`config.mk`:
```
export PLATFORM = sky130hd
export DESIGN_NAME = morse_rx_decoder_flat
export DESIGN_NICKNAME = d
export VERILOG_FILES = /design/src/rtl/morse_pkg.sv /design/src/rtl/morse_rx_decoder_if.sv /design/src/rtl/morse_lut.sv /design/src/rtl/morse_rx_decoder.sv /design/src/flat_wrapper.sv
export SDC_FILE = /design/constraint.sdc
export NUM_CORES = 1
export LEC_CHECK = 0
export ABC_AREA = 1
export CAP_MARGIN = 5
export CORE_AREA = 2 2 55 78
export CTS_CLUSTER_SIZE = 24
export DETAILED_ROUTE_END_ITERATION = 7
export DIE_AREA = 0 0 57 80
export PLACE_DENSITY = 0.69
export SLEW_MARGIN = 0
export SYNTH_ARGS = -nofsm -noshare
export SYNTH_HDL_FRONTEND = slang
export SYNTH_SLANG_ARGS = --single-unit
```
`constraint.sdc`:
```
create_clock -name clk -period 3 [get_ports clk]
set_clock_uncertainty 0.05 [all_clocks]
set_input_delay 0.45 -clock clk [delete_from_list [all_inputs] [get_ports clk]]
set_output_delay 0.45 -clock clk [all_outputs]
set_load 0.01 [all_outputs]
```
`src/rtl/morse_pkg.sv`:
```
// ============================================================================
// Module   : morse_pkg
// Brief    : Element codes, receiver FSM states and default bytes for Morse RX.
// Revision : 1.0
// ============================================================================
`default_nettype none

package morse_pkg;

    localparam logic [2:0] CODE_NONE = 3'b000;
    localparam logic [2:0] CODE_DOT  = 3'b001;
    localparam logic [2:0] CODE_DASH = 3'b010;
    localparam logic [2:0] CODE_CHAR = 3'b011;
    localparam logic [2:0] CODE_WORD = 3'b100;

    localparam logic [7:0] SPACE_CHAR_DEF   = 8'h20;
    localparam logic [7:0] UNKNOWN_CHAR_DEF = 8'h3F;

    typedef enum logic [1:0] {
        ST_IDLE       = 2'd0,
        ST_COLLECT    = 2'd1,
        ST_EMIT       = 2'd2,
        ST_SPACE_EMIT = 2'd3
    } morse_state_t;

endpackage

`default_nettype wire

```
`src/rtl/morse_rx_decoder_if.sv`:
```
// ============================================================================
// Module   : morse_rx_decoder_if
// Brief    : Element-code input, decoded byte channel and status of Morse RX.
// Revision : 1.0
// ============================================================================
`default_nettype none

interface morse_rx_decoder_if;

    logic [2:0] code_in;
    logic [7:0] out_data;
    logic       out_valid;
    logic       out_ready;
    logic       err_unknown;
    logic       overrun;
    logic       clr_overrun;

    // master is the decoder: it consumes codes and produces bytes
    modport master (
        input  code_in,
        input  out_ready,
        input  clr_overrun,
        output out_data,
        output out_valid,
        output err_unknown,
        output overrun
    );

    modport slave (
        output code_in,
        output out_ready,
        output clr_overrun,
        input  out_data,
        input  out_valid,
        input  err_unknown,
        input  overrun
    );

endinterface

`default_nettype wire

```
`src/rtl/morse_lut.sv`:
```
// ============================================================================
// Module   : morse_lut
// Brief    : Combinational Morse symbol to ASCII table (A-Z, 0-9).
// Revision : 1.0
// ============================================================================
`default_nettype none

module morse_lut #(
    parameter int MAX_ELEMS = 5
) (
    input  wire logic [MAX_ELEMS-1:0] pattern,
    input  wire logic [2:0]           len,
    output logic      [7:0]           ascii,
    output logic                      hit
);

    logic       w_upper_zero;
    logic [7:0] w_key;
    logic [7:0] w_ascii;

    // Table symbols are at most five elements; any higher bit set means no match
    generate
        if (MAX_ELEMS > 5) begin : g_upper
            assign w_upper_zero = ~|pattern[MAX_ELEMS-1:5];
        end else begin : g_no_upper
            assign w_upper_zero = 1'b1;
        end
    endgenerate

    // Key is {len, pattern}; bit i of pattern is element i, dash = 1
    assign w_key = {len, pattern[4:0]};

    always_comb begin
        w_ascii = 8'h00;
        case (w_key)
            {3'd2, 5'd2}:  w_ascii = "A";
            {3'd4, 5'd1}:  w_ascii = "B";
            {3'd4, 5'd5}:  w_ascii = "C";
            {3'd3, 5'd1}:  w_ascii = "D";
            {3'd1, 5'd0}:  w_ascii = "E";
            {3'd4, 5'd4}:  w_ascii = "F";
            {3'd3, 5'd3}:  w_ascii = "G";
            {3'd4, 5'd0}:  w_ascii = "H";
            {3'd2, 5'd0}:  w_ascii = "I";
            {3'd4, 5'd14}: w_ascii = "J";
            {3'd3, 5'd5}:  w_ascii = "K";
            {3'd4, 5'd2}:  w_ascii = "L";
            {3'd2, 5'd3}:  w_ascii = "M";
            {3'd2, 5'd1}:  w_ascii = "N";
            {3'd3, 5'd7}:  w_ascii = "O";
            {3'd4, 5'd6}:  w_ascii = "P";
            {3'd4, 5'd11}: w_ascii = "Q";
            {3'd3, 5'd2}:  w_ascii = "R";
            {3'd3, 5'd0}:  w_ascii = "S";
            {3'd1, 5'd1}:  w_ascii = "T";
            {3'd3, 5'd4}:  w_ascii = "U";
            {3'd4, 5'd8}:  w_ascii = "V";
            {3'd3, 5'd6}:  w_ascii = "W";
            {3'd4, 5'd9}:  w_ascii = "X";
            {3'd4, 5'd13}: w_ascii = "Y";
            {3'd4, 5'd3}:  w_ascii = "Z";
            {3'd5, 5'd31}: w_ascii = "0";
            {3'd5, 5'd30}: w_ascii = "1";
            {3'd5, 5'd28}: w_ascii = "2";
            {3'd5, 5'd24}: w_ascii = "3";
            {3'd5, 5'd16}: w_ascii = "4";
            {3'd5, 5'd0}:  w_ascii = "5";
            {3'd5, 5'd1}:  w_ascii = "6";
            {3'd5, 5'd3}:  w_ascii = "7";
            {3'd5, 5'd7}:  w_ascii = "8";
            {3'd5, 5'd15}: w_ascii = "9";
            default:       w_ascii = 8'h00;
        endcase
    end

    assign hit   = (w_ascii != 8'h00) && w_upper_zero;
    assign ascii = w_ascii;

endmodule

`default_nettype wire

```
`src/rtl/morse_rx_decoder.sv`:
```
// ============================================================================
// Module   : morse_rx_decoder
// Brief    : Accumulates Morse elements, decodes symbols to ASCII on a
//            valid/ready byte channel with word-space and overrun handling.
// Revision : 1.0
// ============================================================================
`default_nettype none

module morse_rx_decoder
    import morse_pkg::*;
#(
    parameter int         MAX_ELEMS    = 5,
    parameter logic [7:0] SPACE_CHAR   = SPACE_CHAR_DEF,
    parameter logic [7:0] UNKNOWN_CHAR = UNKNOWN_CHAR_DEF
) (
    input  wire logic           clk,
    input  wire logic           rst,
    morse_rx_decoder_if.master  bus
);

    localparam logic [2:0] c_MAX_LEN = 3'(MAX_ELEMS);

    morse_state_t         r_state,     w_state_next;
    logic [MAX_ELEMS-1:0] r_pattern,   w_pattern_next;
    logic [2:0]           r_len,       w_len_next;
    logic                 r_too_long,  w_too_long_next;
    logic                 r_space_pend, w_space_pend_next;
    logic [7:0]           r_out_data,  w_out_data_next;
    logic                 r_out_valid, w_out_valid_next;
    logic                 r_err,       w_err_next;
    logic                 r_overrun,   w_overrun_next;

    logic       w_elem, w_boundary, w_word_space, w_illegal;
    logic       w_holding, w_avail;
    logic       w_load, w_load_space_pend, w_load_unknown, w_drop;
    logic [7:0] w_ascii, w_dec_byte;
    logic       w_hit;

    morse_lut #(.MAX_ELEMS(MAX_ELEMS)) u_lut (
        .pattern (r_pattern),
        .len     (r_len),
        .ascii   (w_ascii),
        .hit     (w_hit)
    );

    always_comb begin
        w_elem       = (bus.code_in == CODE_DOT) || (bus.code_in == CODE_DASH);
        w_boundary   = ((bus.code_in == CODE_CHAR) || (bus.code_in == CODE_WORD)) && (r_len != 3'd0);
        w_word_space = (bus.code_in == CODE_WORD) && (r_len == 3'd0);
        w_illegal    = (bus.code_in > CODE_WORD);
        w_holding    = (r_state == ST_EMIT) || (r_state == ST_SPACE_EMIT);
        w_avail      = !w_holding || bus.out_ready;
        w_dec_byte   = (r_too_long || !w_hit) ? UNKNOWN_CHAR : w_ascii;

        w_pattern_next  = r_pattern;
        w_len_next      = r_len;
        w_too_long_next = r_too_long;
        if (w_elem) begin
            if (r_len == c_MAX_LEN) begin
                w_too_long_next = 1'b1;
            end else begin
                w_pattern_next[r_len] = (bus.code_in == CODE_DASH);
                w_len_next            = r_len + 3'd1;
            end
        end else if (w_boundary) begin
            w_pattern_next  = '0;
            w_len_next      = 3'd0;
            w_too_long_next = 1'b0;
        end

        w_load            = 1'b0;
        w_load_space_pend = 1'b0;
        w_load_unknown    = 1'b0;
        w_drop            = 1'b0;
        w_out_data_next   = r_out_data;
        w_space_pend_next = r_space_pend;
        if (w_boundary) begin
            // A space still owed to the previous word must precede this char
            if (r_space_pend) begin
                w_drop = 1'b1;
                if (w_avail) begin
                    w_load            = 1'b1;
                    w_load_space_pend = 1'b1;
                    w_out_data_next   = SPACE_CHAR;
                    w_space_pend_next = 1'b0;
                end
            end else if (w_avail) begin
                w_load          = 1'b1;
                w_load_unknown  = (w_dec_byte == UNKNOWN_CHAR);
                w_out_data_next = w_dec_byte;
            end else begin
                w_drop = 1'b1;
            end
            if (bus.code_in == CODE_WORD) begin
                w_space_pend_next = 1'b1;
            end
        end else if (w_word_space) begin
            if (w_avail) begin
                w_load            = 1'b1;
                w_load_space_pend = r_space_pend;
                w_out_data_next   = SPACE_CHAR;
            end else if (r_space_pend) begin
                w_drop = 1'b1;
            end else begin
                w_space_pend_next = 1'b1;
            end
        end else if (r_space_pend && w_avail) begin
            w_load            = 1'b1;
            w_load_space_pend = 1'b1;
            w_out_data_next   = SPACE_CHAR;
            w_space_pend_next = 1'b0;
        end

        w_out_valid_next = w_load || (w_holding && !bus.out_ready);
        w_err_next       = w_load_unknown || w_illegal;
        w_overrun_next   = w_drop ? 1'b1 : (bus.clr_overrun ? 1'b0 : r_overrun);

        if (w_load) begin
            w_state_next = w_load_space_pend ? ST_SPACE_EMIT : ST_EMIT;
        end else if (w_holding && !bus.out_ready) begin
            w_state_next = r_state;
        end else begin
            w_state_next = (w_len_next != 3'd0) ? ST_COLLECT : ST_IDLE;
        end
    end

    always_ff @(posedge clk or negedge rst) begin
        if (!rst) begin
            r_state      <= ST_IDLE;
            r_pattern    <= '0;
            r_len        <= 3'd0;
            r_too_long   <= 1'b0;
            r_space_pend <= 1'b0;
            r_out_data   <= 8'h00;
            r_out_valid  <= 1'b0;
            r_err        <= 1'b0;
            r_overrun    <= 1'b0;
        end else begin
            r_state      <= w_state_next;
            r_pattern    <= w_pattern_next;
            r_len        <= w_len_next;
            r_too_long   <= w_too_long_next;
            r_space_pend <= w_space_pend_next;
            r_out_data   <= w_out_data_next;
            r_out_valid  <= w_out_valid_next;
            r_err        <= w_err_next;
            r_overrun    <= w_overrun_next;
        end
    end

    assign bus.out_data    = r_out_data;
    assign bus.out_valid   = r_out_valid;
    assign bus.err_unknown = r_err;
    assign bus.overrun     = r_overrun;

endmodule

`default_nettype wire
```
`src/flat_wrapper.sv`:
```
// flat-port wrapper written by rule: the top's interface ports become plain ports
module morse_rx_decoder_flat import morse_pkg::*;
#(
    parameter int         MAX_ELEMS    = 5,
    parameter logic [7:0] SPACE_CHAR   = SPACE_CHAR_DEF,
    parameter logic [7:0] UNKNOWN_CHAR = UNKNOWN_CHAR_DEF
)
  (clk, rst, bus_code_in, bus_out_ready, bus_clr_overrun, bus_out_data, bus_out_valid, bus_err_unknown, bus_overrun);
  morse_rx_decoder_if bus_i ();
  input  wire logic clk;
  input  wire logic rst;
  input wire logic [$bits(bus_i.code_in)-1:0] bus_code_in;
  input wire logic [$bits(bus_i.out_ready)-1:0] bus_out_ready;
  input wire logic [$bits(bus_i.clr_overrun)-1:0] bus_clr_overrun;
  output wire logic [$bits(bus_i.out_data)-1:0] bus_out_data;
  output wire logic [$bits(bus_i.out_valid)-1:0] bus_out_valid;
  output wire logic [$bits(bus_i.err_unknown)-1:0] bus_err_unknown;
  output wire logic [$bits(bus_i.overrun)-1:0] bus_overrun;
  assign bus_i.code_in = bus_code_in;
  assign bus_i.out_ready = bus_out_ready;
  assign bus_i.clr_overrun = bus_clr_overrun;
  assign bus_out_data = bus_i.out_data;
  assign bus_out_valid = bus_i.out_valid;
  assign bus_err_unknown = bus_i.err_unknown;
  assign bus_overrun = bus_i.overrun;
  morse_rx_decoder #(.MAX_ELEMS(MAX_ELEMS), .SPACE_CHAR(SPACE_CHAR), .UNKNOWN_CHAR(UNKNOWN_CHAR)) u_core (.clk(clk), .rst(rst), .bus(bus_i));
endmodule
```
==> results.sh <==
export IMPL_grt_pass1_wl_mm=8.09
export IMPL_place_congestion=0.918
export IMPL_drv_slew=0
export IMPL_clkTransAtPathRegs_ns=0.09
export IMPL_ioPinCount=18
export IMPL_avgSynthCellArea_um2=6.27
export IMPL_start_kind="register"
export IMPL_die_y_um=80
export IMPL_synth_nets=306
export IMPL_core_region_area_um2=3850
export IMPL_final_core_util_pct=56.0
export IMPL_nets=328
export IMPL_slew_headroom_pct=66.7
export IMPL_dr_pass1_iters=4
export IMPL_worst_setup_path_type="register to register"
export IMPL_finalWirelength_mm=4.70
export IMPL_grt_remaining_overflow=0
export IMPL_routedWlPerCell_um=13.1
export IMPL_post_cts_resize_count=0
export IMPL_period_needed_ns=2.16
export IMPL_cts_root_buffer="clkbuf_8"
export IMPL_finalInstanceArea_um2=2160
export IMPL_numCtsBuffers=3
export IMPL_grt_start_max_net_pins=23
export IMPL_cp_arrival_ns=2.28
export IMPL_end_kind="register"
export IMPL_max_vdd_ir_drop_mv=0.729
export IMPL_drtAntennaViolNets=0
export IMPL_rows=27
export IMPL_clkSinkCount=22
export IMPL_tritoncts="done"
export IMPL_drc=0
export IMPL_whs_ns=0.449
export IMPL_postCtsSetupRepairBufs=0
export IMPL_fmax_mhz=463
export IMPL_hold_violations=0
export IMPL_min_delay_path_class="register to register"
export IMPL_setup_violations=0
export IMPL_cts_hold_fix_buffers=0
export IMPL_status="finished, final reports clean"
export IMPL_grt_use_total_pct=22.3
export IMPL_path_max_fanout=11
export IMPL_ys_ff_latch=22
export IMPL_final_setup_tns_ns=0
export IMPL_drtIter0Drc=62
export IMPL_clock_latency_ns=0.27
export IMPL_cp_required_ns=3.11
export IMPL_synth_seq_area_share_pct=29.6
export IMPL_antenna_found_initial=0
export IMPL_rsz0062_at_grt="no"
export IMPL_port_buffers=17
export IMPL_p_leak_nw=1.08
export IMPL_n_antenna_cell=0
export IMPL_synthToLayoutAreaGrowth_pct=16.1
export IMPL_syn_inst=296
export IMPL_fin_crit_sh_pct=72.1
export IMPL_post_dp_hpwl_mm=3.82
export IMPL_grt_pass1_vias=1882
export IMPL_die_w_um=57
export IMPL_start_util_pct=48.2
export IMPL_final_cell_mix="nand2_1 (87), nor2_1 (56), inv_1 (27)"
export IMPL_layout_commonest_cell="nand2_1"
export IMPL_die_area_um2=4560
export IMPL_netlist_area_um2=1860
export IMPL_p_per_area_nw_per_um2=954
export IMPL_yosysUniqueCellTypes=31
export IMPL_max_clock_path_buffers=2
export IMPL_routed_via_density=5.39
export IMPL_maxCapViolCount=0
export IMPL_drive_gt1_share_pct=13.9
export IMPL_dpl_cell_area_um2=2080
export IMPL_ys_warn_count=0
export IMPL_tightest_slew_ns=0.499
export IMPL_htreeDepth=1
export IMPL_vias=1941
## worst max-delay path, stage by stage (launching register included)
cell and delay (ns):
dfrtp_1 0.52, inv_2 0.16, ha_1 0.17, nand2_2 0.09
nand3_4 0.15, inv_1 0.09, nor2_1 0.25, nand2_2 0.13
nand2_2 0.17, inv_2 0.09, nor2_1 0.15, a21oi_2 0.04
## power by group
group / switching (mW) / internal [mW] / total (mW)
logic: 0.774 / 0.467 / 1.24
registers: 0.121 / 0.409 / 0.530
clock network: 0.106 / 0.179 / 0.285
## final timing paths
path / start / to / slack [ns] / cells past startpoint
hold / removal: u_core.bus.out_data[6]$_DFFE_PN0P_ / u_core.bus.out_data[6]$_DFFE_PN0P_ / 0.45 / 2
hold reg to reg: u_core.bus.out_data[6]$_DFFE_PN0P_ / u_core.bus.out_data[6]$_DFFE_PN0P_ / 0.45 / 2
setup / recovery: u_core.r_len[0]$_DFF_PN0_ / u_core.bus.out_data[3]$_DFFE_PN0P_ / 0.84 / 11
max in group asynchronous: rst / u_core.r_pattern[2]$_DFFE_PN0P_ / 2.21 / 2
setup reg to reg: u_core.r_len[0]$_DFF_PN0_ / u_core.bus.out_data[3]$_DFFE_PN0P_ / 0.84 / 11
min in group asynchronous: rst / u_core.bus.out_data[3]$_DFFE_PN0P_ / 0.47 / 2
## state kept, by name, summed over array words and instances (netlist names)
name and flops:
u_core.bus.overrun 1, u_core.r_pattern 5, u_core.bus.out_valid 1, u_core.r_too_long 1, u_core.bus.err_unknown 1, u_core.r_space_pend 1, u_core.r_len 3, u_core.bus.out_data 8
u_core.r_state 1
## per-stage QoR
step / std cells / power (mW) / worst slack (ns)
after floorplan: 296 / 1.42 / 1.14
after global placement: 356 / 1.76 / 0.642
after detailed placement: 356 / 1.77 / 0.604
after CTS: 360 / 2.06 / 0.865
after global routing: 360 / 2.26 / 0.642
final: 360 / 2.06 / 0.838
## cells by family after synthesis
group / share of synthesized area (%)
simple gates: 47.4
compound gates: 13.3
buf+inv: 7.68
flops: 29.6
fa+ha+maj: 2.02
## cell type report
cell class / instances / area (um2)
fillers: 395 / 1700
multi-input cells: 237 / 1160
flip-flops and latches: 22 / 551
repair buffers: 19 / 185
inverters: 35 / 131
well taps: 43 / 53.8
clock buffers: 3 / 41.3
clock inverters: 1 / 30.0
## Yosys cell counts
master | number | area [um2]
nor2_1 | 56 | 210
buf_4 | 1 | 7.51
o221ai_1 | 1 | 8.76
a31oi_1 | 6 | 37.5
a21oi_1 | 2 | 10.0
nor2_2 | 9 | 56.3
nand3_4 | 1 | 17.5
o32ai_1 | 1 | 8.76
clkbuf_1 | 1 | 3.75
nand2_1 | 87 | 327
a21boi_0 | 1 | 7.51
nand2_2 | 9 | 56.3
o22ai_1 | 6 | 37.5
nor3_1 | 4 | 20.0
inv_2 | 8 | 30.0
inv_1 | 27 | 101
o211ai_1 | 1 | 7.51
o21ai_1 | 3 | 15.0
nand4_1 | 3 | 18.8
ha_1 | 3 | 37.5
a21oi_2 | 4 | 35.0
a22oi_1 | 1 | 7.51
nand2_4 | 2 | 22.5
nand3_2 | 1 | 10.0
nor2_4 | 3 | 33.8
o21ai_0 | 10 | 50.1
dfrtp_1 | 22 | 551
nand3b_1 | 1 | 7.51
o31ai_2 | 1 | 12.5
nand3_1 | 20 | 100
o2bb2ai_1 | 1 | 8.76
## metal layers
layer  up-vias  part of all wire [%]  wire length (um)  global-route usage (%)
met1       873                    41              1940                    26.1
met3        10                   4.6               217                    2.59
met5         -                     0                 0                       0
met4         0                   2.3               108                    10.5
met2        58                    52              2440                    39.9
li1       1000                     -                 -                       -
Note: power is estimated with default switching activity, not from simulation.
